--- src/rtl/sram_ctrl.sv ---
// sram_ctrl - single-port controller for an external asynchronous SRAM.
//
// Takes one read or write request at a time over a ready/valid style
// handshake and sequences CE_n/OE_n/WE_n, address and data pins through
// IDLE -> SETUP -> STROBE (WAIT_CYCLES) -> HOLD -> IDLE. The bidirectional
// DQ bus is split into o_sram_dq / o_sram_dq_oe / i_sram_dq for the pad
// wrapper. Every output comes straight from a flop.
//
// Ports:
//   i_clk, i_rst_n      clock, synchronous active-low reset
//   i_req, i_we         request strobe, 1 = write (sampled at accept)
//   i_addr, i_wdata     word address, write data (sampled at accept)
//   o_ready             high only in IDLE
//   o_rvalid, o_rdata   one-cycle read-complete pulse, last read data
//   o_sram_addr         SRAM address pins
//   o_sram_dq(_oe)      data toward SRAM and its pad drive enable
//   i_sram_dq           data from SRAM pads
//   o_sram_ce_n/oe_n/we_n  active-low SRAM strobes
//   o_led               heartbeat LED
//
// Compile-time option: define SRAM_CTRL_HEARTBEAT_EN to build a CBITS-bit
// free-running counter whose MSB drives o_led; otherwise o_led is tied low.

module sram_ctrl #(
  parameter int AW          = 20,
  parameter int DW          = 8,
  parameter int WAIT_CYCLES = 2,
  parameter int CBITS       = 25
) (
  input  logic          i_clk,
  input  logic          i_rst_n,
  input  logic          i_req,
  input  logic          i_we,
  input  logic [AW-1:0] i_addr,
  input  logic [DW-1:0] i_wdata,
  output logic          o_ready,
  output logic          o_rvalid,
  output logic [DW-1:0] o_rdata,
  output logic [AW-1:0] o_sram_addr,
  output logic [DW-1:0] o_sram_dq,
  output logic          o_sram_dq_oe,
  input  logic [DW-1:0] i_sram_dq,
  output logic          o_sram_ce_n,
  output logic          o_sram_oe_n,
  output logic          o_sram_we_n,
  output logic          o_led
);

  typedef enum logic [1:0] {
    S_IDLE   = 2'd0,
    S_SETUP  = 2'd1,
    S_STROBE = 2'd2,
    S_HOLD   = 2'd3
  } state_e;

  // Strobe counter reload: counts WAIT_CYCLES-1 down to 0 across STROBE.
  localparam logic [3:0] CNT_LOAD = 4'(WAIT_CYCLES - 1);

  state_e        state_q, state_d;
  logic [3:0]    cnt_q, cnt_d;
  logic          we_q, we_d;
  logic [AW-1:0] addr_q, addr_d;
  logic [DW-1:0] wdata_q, wdata_d;
  logic [DW-1:0] rdata_q, rdata_d;
  logic          ready_q, ready_d;
  logic          rvalid_q, rvalid_d;
  logic          dq_oe_q, dq_oe_d;
  logic          ce_n_q, ce_n_d;
  logic          oe_n_q, oe_n_d;
  logic          we_n_q, we_n_d;

  // Next-state and next-output decode.
  always_comb begin
    state_d = state_q;
    cnt_d   = cnt_q;
    we_d    = we_q;
    addr_d  = addr_q;
    wdata_d = wdata_q;
    rdata_d = rdata_q;

    case (state_q)
      S_IDLE: begin
        if (i_req && ready_q) begin
          state_d = S_SETUP;
          we_d    = i_we;
          addr_d  = i_addr;
          wdata_d = i_wdata;
        end else begin
          state_d = S_IDLE;
        end
      end
      S_SETUP: begin
        state_d = S_STROBE;
        cnt_d   = CNT_LOAD;
      end
      S_STROBE: begin
        if (cnt_q == 4'd0) begin
          state_d = S_HOLD;
          // Last STROBE edge: OE_n has been low for WAIT_CYCLES cycles.
          if (!we_q) begin
            rdata_d = i_sram_dq;
          end else begin
            rdata_d = rdata_q;
          end
        end else begin
          cnt_d = cnt_q - 4'd1;
        end
      end
      S_HOLD: begin
        state_d = S_IDLE;
      end
      default: begin
        state_d = S_IDLE;
      end
    endcase

    // Outputs are decoded from the upcoming state so they are registered
    // alongside it; address/data only change on accept, never mid-strobe.
    ready_d  = (state_d == S_IDLE);
    ce_n_d   = (state_d == S_IDLE);
    oe_n_d   = !((state_d == S_STROBE) && !we_d);
    we_n_d   = !((state_d == S_STROBE) && we_d);
    dq_oe_d  = (state_d != S_IDLE) && we_d;
    rvalid_d = (state_d == S_HOLD) && !we_d;
  end

  // State, transaction latches and output registers.
  always_ff @(posedge i_clk) begin
    if (!i_rst_n) begin
      state_q  <= S_IDLE;
      cnt_q    <= 4'd0;
      we_q     <= 1'b0;
      addr_q   <= '0;
      wdata_q  <= '0;
      rdata_q  <= '0;
      ready_q  <= 1'b1;
      rvalid_q <= 1'b0;
      dq_oe_q  <= 1'b0;
      ce_n_q   <= 1'b1;
      oe_n_q   <= 1'b1;
      we_n_q   <= 1'b1;
    end else begin
      state_q  <= state_d;
      cnt_q    <= cnt_d;
      we_q     <= we_d;
      addr_q   <= addr_d;
      wdata_q  <= wdata_d;
      rdata_q  <= rdata_d;
      ready_q  <= ready_d;
      rvalid_q <= rvalid_d;
      dq_oe_q  <= dq_oe_d;
      ce_n_q   <= ce_n_d;
      oe_n_q   <= oe_n_d;
      we_n_q   <= we_n_d;
    end
  end

  assign o_ready      = ready_q;
  assign o_rvalid     = rvalid_q;
  assign o_rdata      = rdata_q;
  assign o_sram_addr  = addr_q;
  assign o_sram_dq    = wdata_q;
  assign o_sram_dq_oe = dq_oe_q;
  assign o_sram_ce_n  = ce_n_q;
  assign o_sram_oe_n  = oe_n_q;
  assign o_sram_we_n  = we_n_q;

`ifdef SRAM_CTRL_HEARTBEAT_EN
  logic [CBITS-1:0] hb_q;

  // Free-running heartbeat counter; MSB toggles every 2^(CBITS-1) cycles.
  always_ff @(posedge i_clk) begin
    if (!i_rst_n) begin
      hb_q <= '0;
    end else begin
      hb_q <= hb_q + {{(CBITS-1){1'b0}}, 1'b1};
    end
  end

  assign o_led = hb_q[CBITS-1];
`else
  // No counter in this build; the tie keeps CBITS referenced so both
  // builds share one parameter list.
  logic [CBITS-1:0] hb_tie_s;
  assign hb_tie_s = '0;
  assign o_led    = |hb_tie_s;
`endif

endmodule

--- config.mk ---
export PLATFORM = sky130hd
export DESIGN_NAME = sram_ctrl
export DESIGN_NICKNAME = d
export VERILOG_FILES = /design/src/rtl/sram_ctrl.sv
export SDC_FILE = /design/constraint.sdc
export NUM_CORES = 1
export LEC_CHECK = 0
export ABC_CLOCK_PERIOD_IN_PS = 2000
export BUFFER_PORTS_ARGS = -buffer_cell sky130_fd_sc_hd__buf_2
export CELL_PAD_IN_SITES_DETAIL_PLACEMENT = 2
export CELL_PAD_IN_SITES_GLOBAL_PLACEMENT = 2
export CORE_MARGIN = 1
export CORE_UTILIZATION = 26
export DETAILED_ROUTE_END_ITERATION = 8
export HOLD_SLACK_MARGIN = 0.15
export PLACE_DENSITY_LB_ADDON = 0.1
export SLEW_MARGIN = 15
export SYNTH_ARGS = -nofsm -noshare
export SYNTH_HDL_FRONTEND = slang
export SYNTH_SLANG_ARGS = --single-unit
--- constraint.sdc ---
create_clock -name i_clk -period 2 [get_ports i_clk]
set_clock_uncertainty 0.05 [all_clocks]
set_input_delay 0.1 -clock i_clk [delete_from_list [all_inputs] [get_ports i_clk]]
set_output_delay 0.1 -clock i_clk [all_outputs]
set_load 0.05 [all_outputs]
# Yosys cells after proc, flatten, opt, wreduce, memory -nomap -nowiden
# Cells that the tools add are included.
# Widths: inputs -> output; s select.
# classes
addsub	1
eq_ne	6
muxes	7
bitwise_logic	1
n_reduce_logical	16
# ops
cell	count
$eq 2x2->1 const B	4
$pmux 2 s4	1
$pmux 4 s2	1
$logic_and 1x1->1	5
$logic_not 2->1	2
$logic_not 4->1	1
$mux 4	1
$reduce_and 2->1	2
$reduce_bool 2->1	2
$sub 4x1->4 const B	1
$logic_not 1->1	3
$mux 1	3
$reduce_and 3->1	1
$eq 2x1->1 const B	1
$mux 2	1
$ne 2x2->1 const B	1
$not 1->1	1
# totals
ff_bits	48
input_bits	40
output_inout_bits	43
word_cells	42

# Depth between registers and ports, before layout
# depth
word_depth	6
mapped_depth	7
ltp_nobuf	5

# Worst setup path after synthesis
# Ideal clock, no wire load.
# synth_timing
kind	reg-to-reg
start	register, netlist name o_sram_ce_n
end	register we_n_q (netlist: o_sram_we_n)
setup_time_ps	132
t_arrival_ps	1458
t_required_ps	1818
slack_ps	360
path_stages_with_launch	4
n_path_buf	0
period_less_slack_ps	1640
path_cell_list	dfxtp_1 -> and3_1 -> mux2i_1 -> or3b_2
# synth_lines
element	line	text
end signal, assigned	154	we_n_q <= we_n_d;
end, declared	70	logic we_n_q, we_n_d;

# Final worst setup path
# layout_timing
start	register state_q[0]
end	register cnt_q[3]
# layout_between
elab_chain_len	3
word_cells_on_any_way	6
classes_between	eq/ne (3); mux (1); reduce/logical (2)
# layout_rtl
element	line	text
start, declared	59	state_e state_q, state_d;
start signal, assigned	143	state_q <= state_d;
$eq 2x2->1 / $eq 2x1->1 (equally long branches)	81	case (state_q)
$ne 2x2->1 (no line) / $reduce_bool 2->1 (equally long branches)	--	
$reduce_and 2->1 (no line)	--	
end signal, assigned	144	cnt_q <= cnt_d;
end, declared	60	logic [3:0] cnt_q, cnt_d;
# Several ways; a longest one is shown, not always the timed one.
# A chain may end at the register's enable or synchronous reset.

==> impl_summary.log <==
[metrics] outcome: finished, final reports clean
[metrics] number of detailed-route iterations in the first pass: 3
[metrics] routed wire length: 5820 um
[metrics] Period Utilization, post-route: about nine tenths
[metrics] multiplexer area fraction after synthesis: 5.73%
[metrics] critical-path maximum fanout: 9
[metrics] initial DRC count: 36
[metrics] cts repair resizes: 0
[metrics] drt drc: 0
[metrics] count of standard-cell rows: 31
[metrics] area enclosed by the die boundary: 7820 um2
[metrics] pin count of the biggest net entering global routing: 54
[metrics] PwrDens: 988 nW/um2
[metrics] Util after Layout: 39.7%
[metrics] antenna diode count: 0
[metrics] commonest cells after routing, fill and taps aside: buf_2, nand2_1, dfxtp_1
[metrics] number of antenna violations at the first check in global routing: 0
[metrics] number of buffers inserted by port buffering: 81
[metrics] Finished Cell Area: 2880 um2
[metrics] number of nets in the final layout: 378
[metrics] asr flop ratio synth: 0%
[metrics] worst min path class: in -> reg
[metrics] number of different library cells in the post-synthesis netlist: 29
[metrics] die extent in y: 88.4 um
[metrics] H-tree depth: 2
[metrics] required time of the worst setup path: 2.19 ns
[metrics] worst ir drop on vdd: 314 uV
[metrics] number of routed nets with antenna violations: 0
[metrics] largest buffer count on any clock path: 2
[metrics] critical path class: reg -> reg
[metrics] detailed-route via count: between 1500 and 2000
[metrics] area share of xor/xnor cells in the synthesized design: 0%
[metrics] Compound-Gate Fraction of Synth Area: 13.7%
[metrics] WHS: 0.249 ns
[metrics] setup_tns: 0 ns
[metrics] post-place instance area: 2420 um2
[metrics] nature of the critical path startpoint: flop
[metrics] Sw Ratio: 41.3%
[metrics] detail-routed net length per standard cell: 13.5 um
[metrics] setup slack after layout: approximately 0.18 ns
[metrics] leakage power figure: approximately 1.3 nW
[metrics] routed vias/inst: approximately 4.4
[metrics] max-slew violation count: 0
[metrics] synthesized netlist cell count: 218
[metrics] Cell Int Power: about 1.7 mW
[metrics] aggregate global routing overflow: 0
[metrics] overall die width: 88.4 um
[metrics] global-route wire length before repair: 9290 um
[metrics] post-placement cell count: about 390
[metrics] non-filler instance count after layout: roughly 430
[metrics] cell count of the worst reg-to-reg path: 5
[metrics] flip-flop and latch count after synthesis: 48
[metrics] clock network fraction of design power: roughly a fifth
[metrics] global routing met3 resource utilization: 3.54%
[metrics] setup repair after global routing missed its margin: false
[metrics] clock sink total: 48
[metrics] sequential-to-total area share from yosys stat: a little under 50%
[metrics] area growth from synthesis to final layout: 48.5%
[metrics] clock insertion delay at the later pin of the skew report: 0.30 ns
[metrics] Net Switching: 1.18 mW
[metrics] TritonCTS clock tree: yes
[metrics] number of I/O pins: 83
[metrics] number of warnings reported in the yosys synthesis log: 0
[metrics] pre-CTS setup slack: 0.166 ns
[metrics] net count after synthesis: 264
[metrics] most frequently used flop master after synthesis: dfxtp_1
[metrics] core area: 7250 um2
[metrics] largest family of logic cells by synthesized area: simple AND/OR/NAND/NOR gates
[metrics] met1 GRT Util: 17.9%
[metrics] Final Wtd Congestion: 0.661
[metrics] number of cells on the worst hold path: 4
[metrics] clock-pin slew of the registers on the worst-case setup and hold paths: 0.09 ns
[metrics] crit path DAT: 2.00 ns
[metrics] element type at the critical path end: flop
[metrics] power share of the combinational group: about two fifths
[metrics] final setup violation count: 0
[metrics] Global Route Usage Sum: about 16%
[metrics] simple-gate portion of the synthesized area: 21.9%
[metrics] Final Hold Violating Endpoints: 0
[metrics] count of max-cap constraint violations: 0
[metrics] fmax: about 550 MHz
[metrics] share of final-layout standard cells stronger than drive strength 1: 28.9%
[metrics] minimum clock period: 1.82 ns
[metrics] commonest non-fill, non-tap cell in the layout: buf_2
[metrics] buffer type at the clock tree root: clkbuf_8
[metrics] Avg Inst Size Synth: 8.91 um2
[metrics] number of global-route vias before repair: 2000
[metrics] area of the mapped netlist: 1940 um2
[metrics] adder and majority cell fraction of the synthesized area: between 3 and 4%
[metrics] fraction of power consumed by sequential logic: 40.7%
[metrics] total half-perimeter wirelength after legalization and detailed placement: 3740 um
[metrics] CTS buffer count: 5
[metrics] number of synthesized flops with an enable pin: 0
[metrics] overall power of the completed layout: 2.85 mW
[metrics] Starting Density: 26.8%
[metrics] Most Crowded Layer GR: met2
[metrics] Global Route met2 Usage: 29.1%
==> logic make-up after synthesis <==
family,Yosys count
and+or+nand+nor,96
DFF,48
AOI/OAI and AO/OA,35
buffers and inverters,21
muxes,11
adders and majority gates,6
other,1
==> final timing paths <==
check / start / to / slack, ns
setup / recovery: state_q[0] / cnt_q[3] / 0.18
hold / removal: i_req / o_sram_ce_n / 0.25
setup reg to reg: state_q[0] / cnt_q[3] / 0.18
hold reg to reg: o_rdata[7] / o_rdata[7] / 0.41
==> power by group through the flow <==
stage | Sequential (mW) | Combinational (mW) | Clock [mW]
after floorplan | 1.56 | 0.431 | 0
after global placement | 1.18 | 1.07 | 0
after detailed placement | 1.18 | 1.09 | 0
after CTS | 1.16 | 1.15 | 0.587
after global routing | 1.18 | 1.23 | 0.627
final | 1.16 | 1.13 | 0.554
==> cells in the mapped netlist, types with 2 or more instances <==
library cell  number  area share [%]
buf_2              4             1.0
a21boi_0          29              11
mux2i_1           10             5.2
ha_1               6             3.9
and2_1             2            0.64
clkbuf_1           9             1.7
nand4b_1           2            0.90
buf_4              4             1.5
o21ai_0            2            0.52
inv_1              4            0.77
dfxtp_1           48              49
nand3_1            6             1.5
nand2_1           75              14
and3_1             2            0.64
==> metal layers <==
| layer | vias to the layer above | wire length (um) |
|---|---|---|
| met5 | - | 0 |
| met4 | 0 | 55 |
| met3 | 6 | 287 |
| met2 | 55 | 2930 |
| met1 | 883 | 2550 |
| li1 | 933 | - |
==> final cells by class <==
class,count,area (um2)
Timing Repair Buffer,124,823
Fill cell,850,4370
Sequential cell,48,961
Multi-Input combinational cell,149,882
Tap cell,99,124
Inverter,4,15.0
Clock buffer,6,72.6
Clock inverter,1,5.00
==> registers in the layout, indices dropped and copies added, names as in the netlist, 2 cells and up <==
name and flops:
cnt_q 4, o_rdata 8, o_sram_addr 20, o_sram_dq 8, state_q 2
==> critical path: stages, from the launching register on <==
cell and delay (ns):
dfxtp_1 0.33, inv_1 0.10, ha_1 0.34, or4b_1 0.49, or3_1 0.33, a21boi_1 0.12
==> repair_timing <==
action / in CTS / in global routing
endpoints found under the hold margin: 40 / 0
hold buffers: 38 / 0
buffers inserted: 0 / 0
(Power assumes the default switching activity.)
